[config.mk]
export PLATFORM = sky130hd
export DESIGN_NAME = dac_spike_event_detector
export DESIGN_NICKNAME = d
export VERILOG_FILES = /design/src/rtl/dac_event_pkg.sv /design/src/rtl/dac_event_rate_counter.sv /design/src/rtl/dac_spike_event_detector.sv
export SDC_FILE = /design/constraint.sdc
export NUM_CORES = 1
export LEC_CHECK = 0
export ABC_AREA = 1
export ABC_CLOCK_PERIOD_IN_PS = 2900
export CAP_MARGIN = 15
export CORE_ASPECT_RATIO = 2
export CORE_UTILIZATION = 56
export DETAILED_ROUTE_END_ITERATION = 6
export PLACE_DENSITY = 0.82
export REMOVE_ABC_BUFFERS = 1
export SYNTH_ARGS = -nofsm -noshare
export SYNTH_HDL_FRONTEND = slang
export SYNTH_HIERARCHICAL = 1
export SYNTH_SLANG_ARGS = --single-unit
[constraint.sdc]
create_clock -name state_clk -period 2.9 [get_ports state_clk]
set_input_delay 0.58 -clock state_clk [delete_from_list [all_inputs] [get_ports state_clk]]
set_output_delay 0.58 -clock state_clk [all_outputs]
set_load 0.01 [all_outputs]
[src/rtl/dac_event_pkg.sv]
// Shared definitions for the DAC spike event detector.
//   det_state_t  : detector FSM state encoding
//   DAC_MIDSCALE : offset-binary zero code of the DAC register
//   SAT_CNT_W    : default width of the window length / saturating event count
package dac_event_pkg;

  typedef enum logic [2:0] {
    IDLE       = 3'd0,
    ARMED      = 3'd1,
    QUALIFY    = 3'd2,
    ACTIVE     = 3'd3,
    REFRACTORY = 3'd4
  } det_state_t;

  localparam logic [15:0] DAC_MIDSCALE = 16'h8000;

  localparam int SAT_CNT_W = 16;

endpackage

[src/rtl/dac_event_rate_counter.sv]
// Per-window event rate counter.
// Counts run edges in a window of window_samples samples, accumulates events
// with saturation and publishes the total once per window.
// Ports:
//   state_clk      in   sample-frame clock
//   reset          in   synchronous, active-high
//   run            in   detector is enabled and out of IDLE
//   event_pulse    in   an event is being qualified on this edge
//   window_samples in   window length in samples, 0 disables counting
//   event_count    out  events counted in the last completed window
//   count_valid    out  one-cycle pulse when event_count updates
module dac_event_rate_counter #(
  parameter int CNT_W = 16
) (
  input  logic             state_clk,
  input  logic             reset,
  input  logic             run,
  input  logic             event_pulse,
  input  logic [CNT_W-1:0] window_samples,
  output logic [CNT_W-1:0] event_count,
  output logic             count_valid
);

  localparam logic [CNT_W-1:0] CNT_ONE = CNT_W'(1);

  logic [CNT_W-1:0] win_cnt;
  logic [CNT_W-1:0] evt_acc;
  logic [CNT_W-1:0] acc_next;
  logic [CNT_W-1:0] win_last;

  // Saturating accumulator value including an event on this edge, and the
  // last window position. A window length shrunk below win_cnt simply lets
  // win_cnt wrap once before matching again.
  always_comb begin
    acc_next = evt_acc;
    if (event_pulse && (evt_acc != '1)) begin
      acc_next = evt_acc + CNT_ONE;
    end
    win_last = window_samples - CNT_ONE;
  end

  // Window position, accumulator and published count. Leaving run or a zero
  // window clears the working counters but keeps the last published count.
  always_ff @(posedge state_clk) begin
    if (reset) begin
      win_cnt     <= '0;
      evt_acc     <= '0;
      event_count <= '0;
      count_valid <= 1'b0;
    end else if (!run || (window_samples == '0)) begin
      win_cnt     <= '0;
      evt_acc     <= '0;
      count_valid <= 1'b0;
    end else if (win_cnt == win_last) begin
      event_count <= acc_next;
      count_valid <= 1'b1;
      win_cnt     <= '0;
      evt_acc     <= '0;
    end else begin
      win_cnt     <= win_cnt + CNT_ONE;
      evt_acc     <= acc_next;
      count_valid <= 1'b0;
    end
  end

endmodule

[src/rtl/dac_spike_event_detector.sv]
// Spike event detector downstream of the DAC output stage.
// Qualifies threshold crossings by minimum width, enforces a refractory dead
// time, captures the peak of each qualified excursion and reports per-window
// event counts.
// Ports:
//   state_clk          in   sample-frame clock, one edge per sample
//   reset              in   synchronous, active-high
//   enable             in   detector enable, low forces IDLE
//   thrsh_in           in   threshold comparator result
//   thrsh_pol          in   1 = track max, 0 = track min (change only while IDLE)
//   dac_value          in   offset-binary DAC value
//   min_width          in   samples above threshold to qualify (0 acts as 1)
//   refractory_samples in   dead samples after an excursion ends
//   window_samples     in   rate window length, 0 disables
//   event_pulse        out  one-cycle pulse on event qualification
//   peak_valid         out  one-cycle pulse when a qualified excursion ends
//   event_peak         out  peak of the last qualified excursion
//   event_count        out  events in the last completed window
//   count_valid        out  one-cycle pulse when event_count updates
//   busy               out  high in QUALIFY, ACTIVE and REFRACTORY
module dac_spike_event_detector
  import dac_event_pkg::*;
#(
  parameter int REFR_W = 8,
  parameter int MINW_W = 4,
  parameter int CNT_W  = SAT_CNT_W
) (
  input  logic              state_clk,
  input  logic              reset,
  input  logic              enable,
  input  logic              thrsh_in,
  input  logic              thrsh_pol,
  input  logic [15:0]       dac_value,
  input  logic [MINW_W-1:0] min_width,
  input  logic [REFR_W-1:0] refractory_samples,
  input  logic [CNT_W-1:0]  window_samples,
  output logic              event_pulse,
  output logic              peak_valid,
  output logic [15:0]       event_peak,
  output logic [CNT_W-1:0]  event_count,
  output logic              count_valid,
  output logic              busy
);

  localparam logic [MINW_W-1:0] MINW_ONE = MINW_W'(1);
  localparam logic [REFR_W-1:0] REFR_ONE = REFR_W'(1);

  det_state_t        state_q;
  det_state_t        state_d;
  logic [MINW_W-1:0] width_cnt;
  logic [MINW_W-1:0] width_d;
  logic [MINW_W-1:0] width_inc;
  logic [MINW_W-1:0] eff_minw;
  logic [REFR_W-1:0] refr_cnt;
  logic [REFR_W-1:0] refr_d;
  logic [15:0]       peak_reg;
  logic [15:0]       peak_d;
  logic [15:0]       peak_upd;
  logic              event_fire;
  logic              peak_fire;
  logic              rate_run;

  // Effective width threshold and the running extreme including this sample.
  // Offset-binary codes order correctly as plain unsigned numbers.
  always_comb begin
    eff_minw  = (min_width == '0) ? MINW_ONE : min_width;
    width_inc = width_cnt + MINW_ONE;
    if (thrsh_pol) begin
      peak_upd = (dac_value > peak_reg) ? dac_value : peak_reg;
    end else begin
      peak_upd = (dac_value < peak_reg) ? dac_value : peak_reg;
    end
  end

  // Next-state logic. Dropping enable overrides every state; the sample that
  // ends an excursion is never folded into the peak.
  always_comb begin
    state_d    = state_q;
    width_d    = width_cnt;
    refr_d     = refr_cnt;
    peak_d     = peak_reg;
    event_fire = 1'b0;
    peak_fire  = 1'b0;
    if (!enable) begin
      state_d = IDLE;
      width_d = '0;
      refr_d  = '0;
    end else begin
      case (state_q)
        IDLE: begin
          state_d = ARMED;
        end
        ARMED: begin
          if (thrsh_in) begin
            width_d = MINW_ONE;
            peak_d  = dac_value;
            if (eff_minw == MINW_ONE) begin
              event_fire = 1'b1;
              state_d    = ACTIVE;
            end else begin
              state_d = QUALIFY;
            end
          end
        end
        QUALIFY: begin
          if (!thrsh_in) begin
            width_d = '0;
            state_d = ARMED;
          end else begin
            width_d = width_inc;
            peak_d  = peak_upd;
            if (width_inc == eff_minw) begin
              event_fire = 1'b1;
              state_d    = ACTIVE;
            end
          end
        end
        ACTIVE: begin
          if (thrsh_in) begin
            peak_d = peak_upd;
          end else begin
            peak_fire = 1'b1;
            width_d   = '0;
            if (refractory_samples == '0) begin
              state_d = ARMED;
            end else begin
              refr_d  = refractory_samples;
              state_d = REFRACTORY;
            end
          end
        end
        REFRACTORY: begin
          // Loaded with N, exits on the edge that sees 1: exactly N dead samples.
          refr_d = refr_cnt - REFR_ONE;
          if (refr_cnt == REFR_ONE) begin
            state_d = ARMED;
          end
        end
        default: begin
          state_d = IDLE;
        end
      endcase
    end
  end

  // State, counters, peak tracker and registered pulse outputs.
  always_ff @(posedge state_clk) begin
    if (reset) begin
      state_q     <= IDLE;
      width_cnt   <= '0;
      refr_cnt    <= '0;
      peak_reg    <= '0;
      event_pulse <= 1'b0;
      peak_valid  <= 1'b0;
      event_peak  <= '0;
    end else begin
      state_q     <= state_d;
      width_cnt   <= width_d;
      refr_cnt    <= refr_d;
      peak_reg    <= peak_d;
      event_pulse <= event_fire;
      peak_valid  <= peak_fire;
      if (peak_fire) begin
        event_peak <= peak_reg;
      end
    end
  end

  assign busy = (state_q == QUALIFY) || (state_q == ACTIVE) || (state_q == REFRACTORY);

  // The window only advances on edges where the detector was already out of
  // IDLE, and sees the event being qualified on that same edge.
  assign rate_run = enable && (state_q != IDLE);

  dac_event_rate_counter #(
    .CNT_W(CNT_W)
  ) u_rate (
    .state_clk      (state_clk),
    .reset          (reset),
    .run            (rate_run),
    .event_pulse    (event_fire),
    .window_samples (window_samples),
    .event_count    (event_count),
    .count_valid    (count_valid)
  );

endmodule

==> results of run 1 <==
==> synthesized netlist by cell type (2+ instances only) <==
cell	instances	area, um^2
a21oi_1	55	275
a21oi_2	5	43.8
a31oi_1	2	12.5
buf_2	8	40.0
buf_6	8	90.1
clkbuf_1	4	15.0
dfxtp_1	98	1960
ha_1	22	275
inv_1	145	544
inv_2	7	26.3
inv_4	2	12.5
mux2i_1	2	20.0
nand2_1	206	773
nand2_2	8	50.1
nand2_4	3	33.8
nand3_1	60	300
nand3_2	3	30.0
nand3b_1	3	22.5
nand4_1	18	113
nor2_1	136	510
nor2_2	5	31.3
nor2_4	6	67.6
nor2_8	2	40.0
nor3_1	11	55.1
nor3_2	6	60.1
o211ai_1	3	22.5
o21ai_0	12	60.1
o21ai_1	19	95.1
o21ai_2	2	17.5
or2_2	2	12.5
xnor2_1	13	114
xor2_1	19	166
==> path summary, 6_finish.rpt <==
path	startpoint	end	slack (ns)
max	window_samples[5]	u_rate/evt_acc[15]	0.36
min reg2reg	peak_reg[7]	event_peak[7]	0.48
max reg2reg	width_cnt[0]	u_rate/event_count[10]	0.58
min	peak_reg[7]	event_peak[7]	0.48
==> critical path, stage by stage <==
cell             delay (ns)
clkdlybuf4s50_1        0.46
nor2_1                 0.23
nand2_1                0.12
nor2_4                 0.19
nand2_1                0.07
nand2_1                0.08
nand2_1                0.05
nand2_1                0.09
nand2_1                0.06
nor2_1                 0.12
nand2_1                0.09
nor2_2                 0.16
nand2_2                0.09
nand2_4                0.16
buf_12                 0.16
nor2_1                 0.05
==> layout make-up <==
type                       count  area [um^2]  share of cell area
sequential                    98         1960               0.267
multi-input combinational    634         3330               0.453
clock inverter                 3         46.3             0.00629
tap                          137          171              0.0233
inverter                     155          587              0.0798
timing repair buffer          98          996               0.135
clock buffer                  13          260              0.0354
==> through the flow <==
step	instance area, um^2	std cells	power (mW)	setup WS [ns]
2_1_floorplan	5880	887	1.58	0.323
3_3_place_gp	7050	1122	1.71	0.0755
3_5_place_dp	7050	1122	1.72	0.0376
4_1_cts	7360	1138	2.93	0.382
5_1_grt	7360	1138	3.04	0.101
6_report	7360	1138	2.92	0.359
==> kinds of logic after synthesis <==
group                      synth area share
adders and majority gates            0.0457
buffers and inverters                 0.123
DFF                                   0.325
xor gates and xnor gates             0.0492
and+or+nand+nor                       0.358
muxes                               0.00332
AOI/OAI and AO/OA                    0.0955
==> power breakdown <==
part | leakage, nW | internal (mW) | switching [mW]
sequential | 0.790 | 1.36 | 0.00901
combinational | 2.22 | 0.147 | 0.174
clock | 0.146 | 0.720 | 0.509
total | 3.16 | 2.22 | 0.692
==> layer usage <==
metal  wire [um]  GRT usage  vias up
met5           0          0        -
li1            -          -     3016
met3         364     0.0385       27
met1        5220      0.263     2612
met2        7390      0.483      115
met4         326      0.101        0
==> flow_metrics.tcl, run 1 <==
set metrics [dict create \
    cts_root_buf "clkbuf_16" \
    rsz0062_at_grt "false" \
    relSlewSlack 0.652 \
    io_buffers 84 \
    synth_seq_cells 98 \
    gp_congestion 0.966 \
    viasPerCell 5.07 \
    crit_path_start_kind "input pin" \
    clock_skew_ns 0.00859 \
    setup-violations-final 0 \
    grt_pass1_wl_mm 22.4 \
    period_share 0.876 \
    antenna_found_initial 0 \
    grt_max_degree 33 \
    grt_usage 0.254 \
    wl_per_cell_um 11.7 \
    status "finished clean" \
    postRouteAntennaNets 0 \
    dieHeight_um 149 \
    finalCriticalPeriod_ns 2.54 \
    cts_setup_buffers 0 \
    synth_area_per_cell_um2 6.64 \
    coreArea_um2 10500 \
    final_core_util 0.702 \
    async_flop_share 0 \
    cp_max_fo 16 \
    worst_pin_slew_ns 0.521 \
    hold_path.class "reg2reg" \
    grt-ovfl-total 0 \
    start_util 0.575 \
    htreeDepth 3 \
    die_w_um 75.4 \
    p_leak_nw 3.16 \
    hpwl_mm 10.2 \
    whs_ns 0.477 \
    drv_slew 0 \
    fmax_mhz 393 \
    report.final.hold_viol_count 0 \
    rows 53 \
    drive_gt1_frac 0.0849 \
    cts_resized 0 \
    nNetsFinal 1067 \
    clkTransAtPathRegs_ns 0.07 \
    synth_ff_type "dfxtp_1" \
    worstSetupPathType "in2reg" \
    cap_violations 0 \
    drc 0 \
    synth_edf_count 0 \
    endpoint_kind "register" \
    grt_pass1_vias 5349 \
    route.vias.total 5770 \
    wl_mm 13.3 \
    ctsLongestPathBuffers 2 \
    layout_common_cells "nand2_1, inv_1, nor2_1" \
    syn-instance-count 908 \
    cts_made_buffers 9 \
    vdd_drop_max_uv 373 \
    finalSetupTns_ns 0 \
    boundaryPins 85 \
    dr.first_iter.drc_count 246 \
    fillers 971 \
    holdPathStages 2 \
    synth_seq_area_share 0.325 \
    ff2ff_path_depth 16 \
    crit_required_ns 3.13 \
    diodes 0 \
    insertion_delay_ns 0.34 \
    cts.sinks 98 \
    powerDensity_nw_per_um2 396 \
    drtPass1Iterations 5 \
    synth.distinct_cells 45 \
    area_growth_pct 22.0 \
    layout_commonest_cell "nand2_1" \
    syn_area_um2 6030 \
    synth_warnings 6 \
    dieArea_um2 11200 \
    cts_tree "yes" \
    cts_hold_buf 0 \
    cp.arrival_ns 2.77 \
]
Power figures use the tool's default switching activity.
==> run 2, diff against run 1 <==
Settings changed: ABC_CLOCK_PERIOD_IN_PS 2900 to 2100, CORE_UTILIZATION 56 to 50, PLACE_DENSITY 0.82 to 0.77.
Clock period 2.9 ns to 2.1 ns, I/O delays scaled along.
==> flow_metrics.tcl, run 2 (synthesis gave the netlist of run 1 again) <==
set metrics [dict create \
    status "finished, violations left" \
    violations "setup timing" \
    drtPass1Iterations 5 \
    crit_required_ns 2.34 \
    clock_skew_ns 0.00976 \
    finalPower_mw 4.18 \
    die_w_um 79.7 \
    cts_root_buf "clkbuf_16" \
    holdPathStages 1 \
    vdd_drop_max_uv 448 \
    p_leak_nw 3.89 \
    grt_max_degree 33 \
    timing.rr.end "u_rate/event_count[1]" \
    wl_per_cell_um 13.3 \
    start_util 0.515 \
    diodes 0 \
    grt-ovfl-total 0 \
    final_core_util 0.745 \
    hp-start "u_rate/win_cnt[0]" \
    insertion_delay_ns 0.35 \
    whs_ns 0.431 \
    finalNonFillerCells 1243 \
    timing.rr.start "width_cnt[0]" \
    cts.sinks 98 \
    cp_max_fo 6 \
    route.vias.total 6309 \
    gp_congestion 0.923 \
    endpoint_kind "register" \
    viasPerCell 5.08 \
    period_share 1.02 \
    antenna_found_initial 0 \
    dr.first_iter.drc_count 243 \
    multiInputGateArea_um2 3800 \
    drive_gt1_frac 0.250 \
    nNetsFinal 1164 \
    report.final.hold_viol_count 0 \
    cts_hold_buf 0 \
    relSlewSlack 0.645 \
    setup-violations-final 3 \
    worstSetupStartpoint "width_cnt[0]" \
    fin_ws_ns -0.0384 \
    cts_tree "yes" \
    hpwl_mm 11.0 \
    drv_slew 0 \
    layout_common_cells "nand2_1, inv_1, nor2_1" \
    dieHeight_um 157 \
    hold_path.class "reg2reg" \
    layout_commonest_cell "nand2_1" \
    worstSetupPathType "reg2reg" \
    wl_mm 16.5 \
    dp_cells 1201 \
    grt_usage 0.258 \
    rows 56 \
    htreeDepth 3 \
    ff2ff_path_depth 15 \
    fmax_mhz 468 \
    io_buffers 84 \
    boundaryPins 85 \
    rsz0062_at_grt "true" \
    regArea_um2 1970 \
    worst_pin_slew_ns 0.532 \
    finalCriticalPeriod_ns 2.14 \
    postRouteAntennaNets 0 \
    powerDensity_nw_per_um2 480 \
    holdPathEnd "u_rate/win_cnt[0]" \
    clkTransAtPathRegs_ns 0.07 \
    fillers 871 \
    drc 0 \
    grt_pass1_wl_mm 25.5 \
    cp.arrival_ns 2.38 \
    cap_violations 0 \
    area_growth_pct 44.6 \
    grt_pass1_vias 5914 \
    regToRegSetupSlack_ns -0.04 \
    dieArea_um2 12500 \
    coreArea_um2 11700 \
    cts_made_buffers 9 \
    ctsLongestPathBuffers 2 \
    crit_path_start_kind "register" \
]
run 2: what timing repair did:
item	in CTS	in global routing
cloned	3	4
buffers inserted	15	5
endpoints found under the setup margin	49	66
resized for setup	70	96
pin swaps	38	48
run 2: worst max path at each step:
| stage | to | cells past startpoint | slack [ns] |
|---|---|---|---|
| floorplan | u_rate/event_count[12] | 11 | -0.32 |
| global placement | u_rate/event_count[12] | 16 | -0.52 |
| detailed placement | u_rate/event_count[12] | 16 | -0.59 |
| CTS | busy | 6 | 0.003 |
| global route | u_rate/event_count[3] | 16 | -0.21 |
| finish | u_rate/event_count[1] | 15 | -0.04 |
run 2: routing by layer:
| metal | track usage | wire (um) | vias up |
|---|---|---|---|
| met5 | 0 | 0 | - |
| met4 | 0.138 | 600 | 0 |
| met3 | 0.0348 | 422 | 47 |
| met2 | 0.495 | 9280 | 152 |
| met1 | 0.257 | 6190 | 2889 |
| li1 | - | - | 3221 |
run 2: cell type report:
class                      instances  share of cell area
timing repair buffer             194               0.215
sequential                        98               0.226
clock inverter                     6             0.00832
tap                              145              0.0208
clock buffer                      10              0.0263
inverter                         155              0.0676
multi-input combinational        635               0.436
run 2: worst max-delay path, cell delays in order, from the launching register on:
cell and delay [ns]:
dfxtp_4 0.36, ha_4 0.28, xnor2_2 0.10, nand3_1 0.10, nor2_2 0.11, nand2_2 0.07
nand2_2 0.07, nand3_2 0.08, inv_2 0.08, nand2_4 0.09, buf_8 0.15, buf_4 0.14
mux2i_4 0.19, nand4_1 0.11, nand2_1 0.07, nor2_1 0.04
run 2: metrics by stage:
stage                     setup TNS [ns]  area [um^2]  setup slack, ns
final                            -0.0838         8720          -0.0384
after global routing               -3.20         8720           -0.207
after CTS                              0         8260          0.00290
after detailed placement          -29.65         7630           -0.595
after global placement            -26.62         7630           -0.522
after floorplan                   -10.76         5880           -0.317
run 2: power breakdown:
part | switching [mW] | internal (mW)
clock | 0.757 | 0.937
combinational | 0.312 | 0.293
sequential | 0.0125 | 1.87
